### src/rtl/lif_membrane_acc_if.sv
// Handshake/data bundle between the LIF membrane accumulator and its environment.
//   start     : one-cycle pulse that begins a timestep
//   spk_in    : presynaptic spike vector, bit i gates weight i
//   weights   : packed signed 8-bit weights, weight i = weights[8*i+7:8*i]
//   spk       : downstream comparator result, combinational on acc_out
//   acc_out   : membrane potential register (0..V_MAX)
//   acc_valid : high only while spk is being sampled
//   busy      : high whenever the accumulator is not idle
//   done      : one-cycle end-of-timestep pulse
//   spk_out   : neuron spike for this timestep, valid while done is high
// master = stimulus/comparator side, slave = accumulator side.
interface lif_membrane_acc_if #(
   parameter int unsigned N_IN = 8
);
   logic                start;
   logic [N_IN-1:0]     spk_in;
   logic [8*N_IN-1:0]   weights;
   logic                spk;
   logic [7:0]          acc_out;
   logic                acc_valid;
   logic                busy;
   logic                done;
   logic                spk_out;

   modport master (
      output start, spk_in, weights, spk,
      input  acc_out, acc_valid, busy, done, spk_out
   );

   modport slave (
      input  start, spk_in, weights, spk,
      output acc_out, acc_valid, busy, done, spk_out
   );
endinterface

### src/rtl/lif_membrane_acc.sv
// Leaky integrate-and-fire membrane accumulator for a single neuron.
// Each timestep serially adds the spike-gated weights (clamped to 0..V_MAX after every add),
// applies a shift-based leak, then samples the external comparator's spk in one EVAL cycle.
// A spike clears the membrane and starts a refractory period of REFRAC timesteps during
// which start pulses only produce an empty done.
// Ports:
//   clk    : rising-edge clock
//   rst_n  : asynchronous active-low reset
//   bus_io : lif_membrane_acc_if slave modport (start/spk_in/weights/spk in,
//            acc_out/acc_valid/busy/done/spk_out out)
module lif_membrane_acc #(
   parameter int unsigned N_IN       = 8,
   parameter int unsigned LEAK_SHIFT = 3,
   parameter int unsigned REFRAC     = 2,
   parameter int unsigned V_MAX      = 127
) (
   input  logic                 clk,
   input  logic                 rst_n,
   lif_membrane_acc_if.slave    bus_io
);

   localparam int unsigned     IdxW       = (N_IN > 1) ? $clog2(N_IN) : 1;
   localparam int unsigned     RcW        = (REFRAC > 0) ? $clog2(REFRAC + 1) : 1;
   localparam logic [7:0]      VMax       = 8'(V_MAX);
   localparam logic [IdxW-1:0] IdxLast    = IdxW'(N_IN - 1);
   localparam logic [RcW-1:0]  RefracInit = RcW'(REFRAC);

   typedef enum logic [2:0] {
      StIdle,
      StInteg,
      StLeak,
      StEval,
      StFin,
      StRefr
   } state_e;

   state_e              state_q;
   logic [7:0]          v_q;
   logic [RcW-1:0]      refrac_q;
   logic [IdxW-1:0]     idx_q;
   logic [N_IN-1:0]     spk_lat_q;
   logic [8*N_IN-1:0]   w_lat_q;
   logic                acc_valid_q;
   logic                busy_q;
   logic                done_q;
   logic                spk_out_q;

   logic [7:0]          w_sel;
   logic signed [8:0]   sum;
   logic [7:0]          v_add;
   logic [7:0]          v_leak;

   // 9-bit signed add covers 0..127 plus -128..127 without overflow.
   always_comb begin
      w_sel = w_lat_q[{idx_q, 3'b000} +: 8];
      sum   = $signed({1'b0, v_q}) + $signed({w_sel[7], w_sel});
      if (sum[8]) begin
         v_add = '0;
      end else if (sum[7:0] > VMax) begin
         v_add = VMax;
      end else begin
         v_add = sum[7:0];
      end
      // v_q is never negative, so a logical shift is the right leak.
      v_leak = v_q - (v_q >> LEAK_SHIFT);
   end

   always_ff @(posedge clk or negedge rst_n) begin
      if (!rst_n) begin
         state_q     <= StIdle;
         v_q         <= '0;
         refrac_q    <= '0;
         idx_q       <= '0;
         spk_lat_q   <= '0;
         w_lat_q     <= '0;
         acc_valid_q <= 1'b0;
         busy_q      <= 1'b0;
         done_q      <= 1'b0;
         spk_out_q   <= 1'b0;
      end else begin
         unique case (state_q)
            StIdle: begin
               if (bus_io.start) begin
                  busy_q <= 1'b1;
                  if (refrac_q == '0) begin
                     spk_lat_q <= bus_io.spk_in;
                     w_lat_q   <= bus_io.weights;
                     idx_q     <= '0;
                     state_q   <= StInteg;
                  end else begin
                     state_q <= StRefr;
                  end
               end
            end
            StInteg: begin
               if (spk_lat_q[idx_q]) begin
                  v_q <= v_add;
               end
               if (idx_q == IdxLast) begin
                  state_q <= StLeak;
               end else begin
                  idx_q <= idx_q + 1'b1;
               end
            end
            StLeak: begin
               v_q         <= v_leak;
               acc_valid_q <= 1'b1;
               state_q     <= StEval;
            end
            StEval: begin
               // spk_out_q doubles as the latched spike for the FIN cycle.
               acc_valid_q <= 1'b0;
               done_q      <= 1'b1;
               spk_out_q   <= bus_io.spk;
               if (bus_io.spk) begin
                  v_q      <= '0;
                  refrac_q <= RefracInit;
               end
               state_q <= StFin;
            end
            StFin: begin
               done_q    <= 1'b0;
               spk_out_q <= 1'b0;
               busy_q    <= 1'b0;
               state_q   <= StIdle;
            end
            StRefr: begin
               refrac_q  <= refrac_q - 1'b1;
               done_q    <= 1'b1;
               spk_out_q <= 1'b0;
               state_q   <= StFin;
            end
            default: begin
               state_q <= StIdle;
            end
         endcase
      end
   end

   assign bus_io.acc_out   = v_q;
   assign bus_io.acc_valid = acc_valid_q;
   assign bus_io.busy      = busy_q;
   assign bus_io.done      = done_q;
   assign bus_io.spk_out   = spk_out_q;

endmodule

### src/flat_wrapper.sv
// flat-port wrapper written by rule: the top's interface ports become plain ports
module lif_membrane_acc_flat 
#(
   parameter int unsigned N_IN       = 8,
   parameter int unsigned LEAK_SHIFT = 3,
   parameter int unsigned REFRAC     = 2,
   parameter int unsigned V_MAX      = 127
)
  (clk, rst_n, bus_io_start, bus_io_spk_in, bus_io_weights, bus_io_spk, bus_io_acc_out, bus_io_acc_valid, bus_io_busy, bus_io_done, bus_io_spk_out);
  lif_membrane_acc_if #(.N_IN(N_IN)) bus_io_i ();
  input  logic clk;
  input  logic rst_n;
  input wire logic [$bits(bus_io_i.start)-1:0] bus_io_start;
  input wire logic [$bits(bus_io_i.spk_in)-1:0] bus_io_spk_in;
  input wire logic [$bits(bus_io_i.weights)-1:0] bus_io_weights;
  input wire logic [$bits(bus_io_i.spk)-1:0] bus_io_spk;
  output wire logic [$bits(bus_io_i.acc_out)-1:0] bus_io_acc_out;
  output wire logic [$bits(bus_io_i.acc_valid)-1:0] bus_io_acc_valid;
  output wire logic [$bits(bus_io_i.busy)-1:0] bus_io_busy;
  output wire logic [$bits(bus_io_i.done)-1:0] bus_io_done;
  output wire logic [$bits(bus_io_i.spk_out)-1:0] bus_io_spk_out;
  assign bus_io_i.start = bus_io_start;
  assign bus_io_i.spk_in = bus_io_spk_in;
  assign bus_io_i.weights = bus_io_weights;
  assign bus_io_i.spk = bus_io_spk;
  assign bus_io_acc_out = bus_io_i.acc_out;
  assign bus_io_acc_valid = bus_io_i.acc_valid;
  assign bus_io_busy = bus_io_i.busy;
  assign bus_io_done = bus_io_i.done;
  assign bus_io_spk_out = bus_io_i.spk_out;
  lif_membrane_acc #(.N_IN(N_IN), .LEAK_SHIFT(LEAK_SHIFT), .REFRAC(REFRAC), .V_MAX(V_MAX)) u_core (.clk(clk), .rst_n(rst_n), .bus_io(bus_io_i));
endmodule
### config.mk
export PLATFORM = sky130hd
export DESIGN_NAME = lif_membrane_acc_flat
export DESIGN_NICKNAME = d
export VERILOG_FILES = /design/src/rtl/lif_membrane_acc_if.sv /design/src/rtl/lif_membrane_acc.sv /design/src/flat_wrapper.sv
export SDC_FILE = /design/constraint.sdc
export NUM_CORES = 1
export LEC_CHECK = 0
export BUFFER_PORTS_ARGS = -buffer_cell sky130_fd_sc_hd__buf_4
export CAP_MARGIN = 40
export CORE_UTILIZATION = 40
export DETAILED_ROUTE_END_ITERATION = 10
export GPL_TIMING_DRIVEN = 0
export PLACE_DENSITY = 0.69
export SETUP_SLACK_MARGIN = 0.05
export SYNTH_ARGS = -nofsm -noshare
export SYNTH_HDL_FRONTEND = slang
export SYNTH_SLANG_ARGS = --single-unit
### constraint.sdc
create_clock -name clk -period 3.4 [get_ports clk]
set_input_delay 0.34 -clock clk [delete_from_list [all_inputs] [get_ports clk]]
set_output_delay 0.34 -clock clk [all_outputs]
set_load 0.05 [all_outputs]
==> reports/metrics.cfg <==
[logic_synthesis]
synth_fp_nets = 447
netlist_area_um2 = 4740
yosysSeqAreaShare = 0.485
synth_cell_types = 47
ys_async_sr_fraction = 1.00
yosysWarnings = 0
ys_ff_latch = 92
synth-edff-count = 0
synth_ff_type = dfrtp_1
syn_avg_cell_area_um2 = 13.4
postSynthCellCount = 353

[timing]
relSlewSlack = 0.512
finalSetupViolCount = 0
worst_pin_slew_ns = 0.731
max_freq_mhz = 308
rsz0062_at_grt = no
fin_crit_ns = 3.25
slew_violations = 0
finalCritPeriodShare = 0.956
skew_ns = 0.00809
finalHoldViolations = 0

[flow_run]
maxCapViolCount = 0

[worst_hold_path]
hold_depth = 2
min_to = u_core.w_lat_q[60]
min_from = bus_io_weights[60]
hold_class = input port to register

[route]
drtAntennaViolNets = 0
vias = 3222
drc_errors = 0
wl_mm = 10.5
firstDrtPassIters = 4
wl_per_cell_um = 17.3
drt_iter0_markers = 122
vias_per_cell = 5.30

[worst_setup_path]
r2r-start = u_core.idx_q[0]
timing.rr.end = u_core.bus_io.acc_out[5]
slowest_delay_ns = 0.50
regToRegSetupSlack_ns = 0.15
path_cells = buf_8 -> buf_12 -> mux4_2 -> mux2_2 -> ha_2 -> inv_1 -> fa_1 -> nand2b_1 -> a21oi_2 -> a221o_2 -> xor2_4 -> nor2_2 -> a221o_1
critPathKind = register to register
critPathTopFamily = compound AO/OA/AOI/OAI gates
ff2ff_path_depth = 13
cp_max_fo = 5
crit_path_start_kind = register
cp_data_required_time_ns = 3.62
cp-end-kind = register
worst-path-buf-inv = 3
crit_slowest_cell = mux4_2
worstPathArrival_ns = 3.47

[clock_network]
clk_path_buf_depth = 2
cts_sinks = 92
cts_max_level = 3
clockRootBuffer = clkbuf_16
clk_latency_ns = 0.34
cts_made_buffers = 9
cts_tree = yes
clkTransAtPathRegs_ns = 0.07

[global_routing]
grt-ovfl-total = 0
antenna_found_initial = 0
grt_usage = 0.183
grt_max_degree = 56
grt_pass1_wl_mm = 17.7
first_global_vias = 3629

[floorplanning]
die_w_um = 111
fp.coreArea_um2 = 11500
rows = 39
ioPinCount = 88
die_height_um = 111
die_area_um2 = 12300
initial_core_util = 0.414

[pwr]
power_leakage_nw = 2.77
p_per_area_nw_per_um2 = 1040
vdd_drop_max_mv = 0.437

[cells_and_area]
drive_above_1_share = 0.327
fillers = 978
syn_to_final_growth_pct = 27.6
layout.nets = 554
layoutNonFillerInstCount = 608
utilization = 0.528
insertedDiodeCount = 0

[placement]
place.gp.congestion = 0.794
placed_cells = 584
io_buffers = 87
dp_hpwl_mm = 7.88

[run_status]
status = finished clean

## registers in the layout (all words and copies together) (netlist names)
name,cells
u_core.bus_io.spk_out,1
u_core.idx_q,3
u_core.bus_io.busy,1
u_core.bus_io.done,1
u_core.w_lat_q,64
u_core.bus_io.acc_valid,1
u_core.bus_io.acc_out,8
u_core.state_q,3
u_core.spk_lat_q,8
u_core.refrac_q,2
## cell usage after synthesis, types with 3 or more instances
library cell	instances	area share
mux4_2	11	0.052
nor2b_1	5	0.0066
a221o_1	7	0.015
mux2_1	70	0.17
nand2b_1	5	0.0066
a211oi_1	5	0.0079
buf_2	3	0.0032
xnor2_1	3	0.0055
ha_1	16	0.042
a21oi_1	13	0.014
a21o_1	4	0.0063
nand2_1	17	0.013
nor2_1	14	0.011
inv_1	12	0.0095
xor2_1	4	0.0074
mux4_1	7	0.039
dfrtp_1	92	0.49
clkbuf_1	11	0.0087
o21ai_1	5	0.0053
mux2_2	10	0.024
nor3_1	6	0.0063
## stage by stage
stage / hold slack, ns / setup TNS (ns) / power (mW) / instance area (um^2) / setup WS [ns]
after global routing: 0.199 / 0 / 6.79 / 6050 / 0.0310
after CTS: 0.196 / 0 / 6.16 / 5960 / 0.0510
after detailed placement: 0.348 / -2.31 / 5.05 / 5610 / -0.365
final: 0.206 / 0 / 6.31 / 6050 / 0.151
after global placement: 0.467 / -2.03 / 4.90 / 5580 / -0.329
after floorplan: 0.0444 / 0 / 4.26 / 4750 / 0.0744
## cell usage in the layout (no fill, tap or decap), types with 3 or more instances in the layout
cell,synthesis,routed
buf_4,0,93
dfrtp_1,92,92
mux2_1,70,70
nand2_1,17,17
nor2_1,14,14
ha_1,16,13
inv_1,12,12
a21oi_1,13,12
mux4_2,11,11
clkbuf_1,11,11
mux2_2,10,10
clkbuf_16,0,10
mux4_1,7,7
a221o_1,7,7
nor3_1,6,6
nand2b_1,5,5
nor2b_1,5,5
o21ai_1,5,5
a21o_1,4,4
a211oi_1,5,4
xnor2_1,3,3
xor2_1,4,3
## logic make-up (layout without fill, tap and decap cells)
logic type,after synthesis,count (layout),synth area share
compound gates,51,51,0.0794
simple gates,54,54,0.0544
xor+xnor,8,8,0.0164
buf+inv,29,141,0.0253
mux,101,101,0.288
flops,92,92,0.485
fa+ha+maj,18,18,0.0507
## area by class of cell
| cell class | instances | area, um^2 | area share |
|---|---|---|---|
| sequential | 92 | 2300 | 0.380 |
| clock inverter | 5 | 36.3 | 0.00600 |
| inverter | 13 | 48.8 | 0.00806 |
| tap | 143 | 179 | 0.0296 |
| multi-input combinational | 232 | 2380 | 0.393 |
| buffer | 16 | 100 | 0.0165 |
| timing repair buffer | 96 | 764 | 0.126 |
| clock buffer | 11 | 243 | 0.0401 |
## worst reg2reg max path: cells and delay by family, from the launching register on
| family | cells | cell delay (ns) |
|---|---|---|
| multiplexers | 2 | 0.80 |
| adder cells (fa/ha/maj) | 2 | 0.39 |
| buffers and inverters | 3 | 0.34 |
| flip-flops | 1 | 0.37 |
| XOR/XNOR | 1 | 0.18 |
| AND/OR/NAND/NOR | 2 | 0.23 |
| AO/OA/AOI/OAI | 3 | 0.82 |
## routing by layer
metal  up-vias  wire (um)  GRT usage
met2        75       5160      0.311
li1       1535          -          -
met3        11        542     0.0448
met5         -          0          0
met1      1601       4710      0.224
met4         0        124     0.0720
## worst max path at each step
stage	startpoint	endpoint	slack, ns	cells past startpoint
finish	u_core.idx_q[0]	u_core.bus_io.acc_out[5]	0.15	13
global placement	u_core.idx_q[0]	u_core.bus_io.acc_out[5]	-0.33	11
CTS	u_core.idx_q[0]	u_core.bus_io.acc_out[5]	0.05	13
detailed placement	u_core.idx_q[0]	u_core.bus_io.acc_out[5]	-0.36	11
global route	u_core.idx_q[0]	u_core.bus_io.acc_out[4]	0.03	13
floorplan	u_core.idx_q[0]	u_core.bus_io.acc_out[5]	0.07	11
## power breakdown
part | switching [mW] | internal, mW
Clock | 0.416 | 0.518
Combinational | 1.68 | 1.74
Sequential | 0.329 | 1.62
## repair_timing
| item | CTS | global route |
|---|---|---|
| hold buffers | 1 | 0 |
| hold endpoints to repair | 37 | 0 |
| pin swaps | 2 | 4 |
| cloned | 0 | 1 |
| buffers inserted | 4 | 2 |
| setup endpoints to repair | 7 | 7 |
| resized for setup | 8 | 10 |
Note: power is estimated with default switching activity, not from simulation.
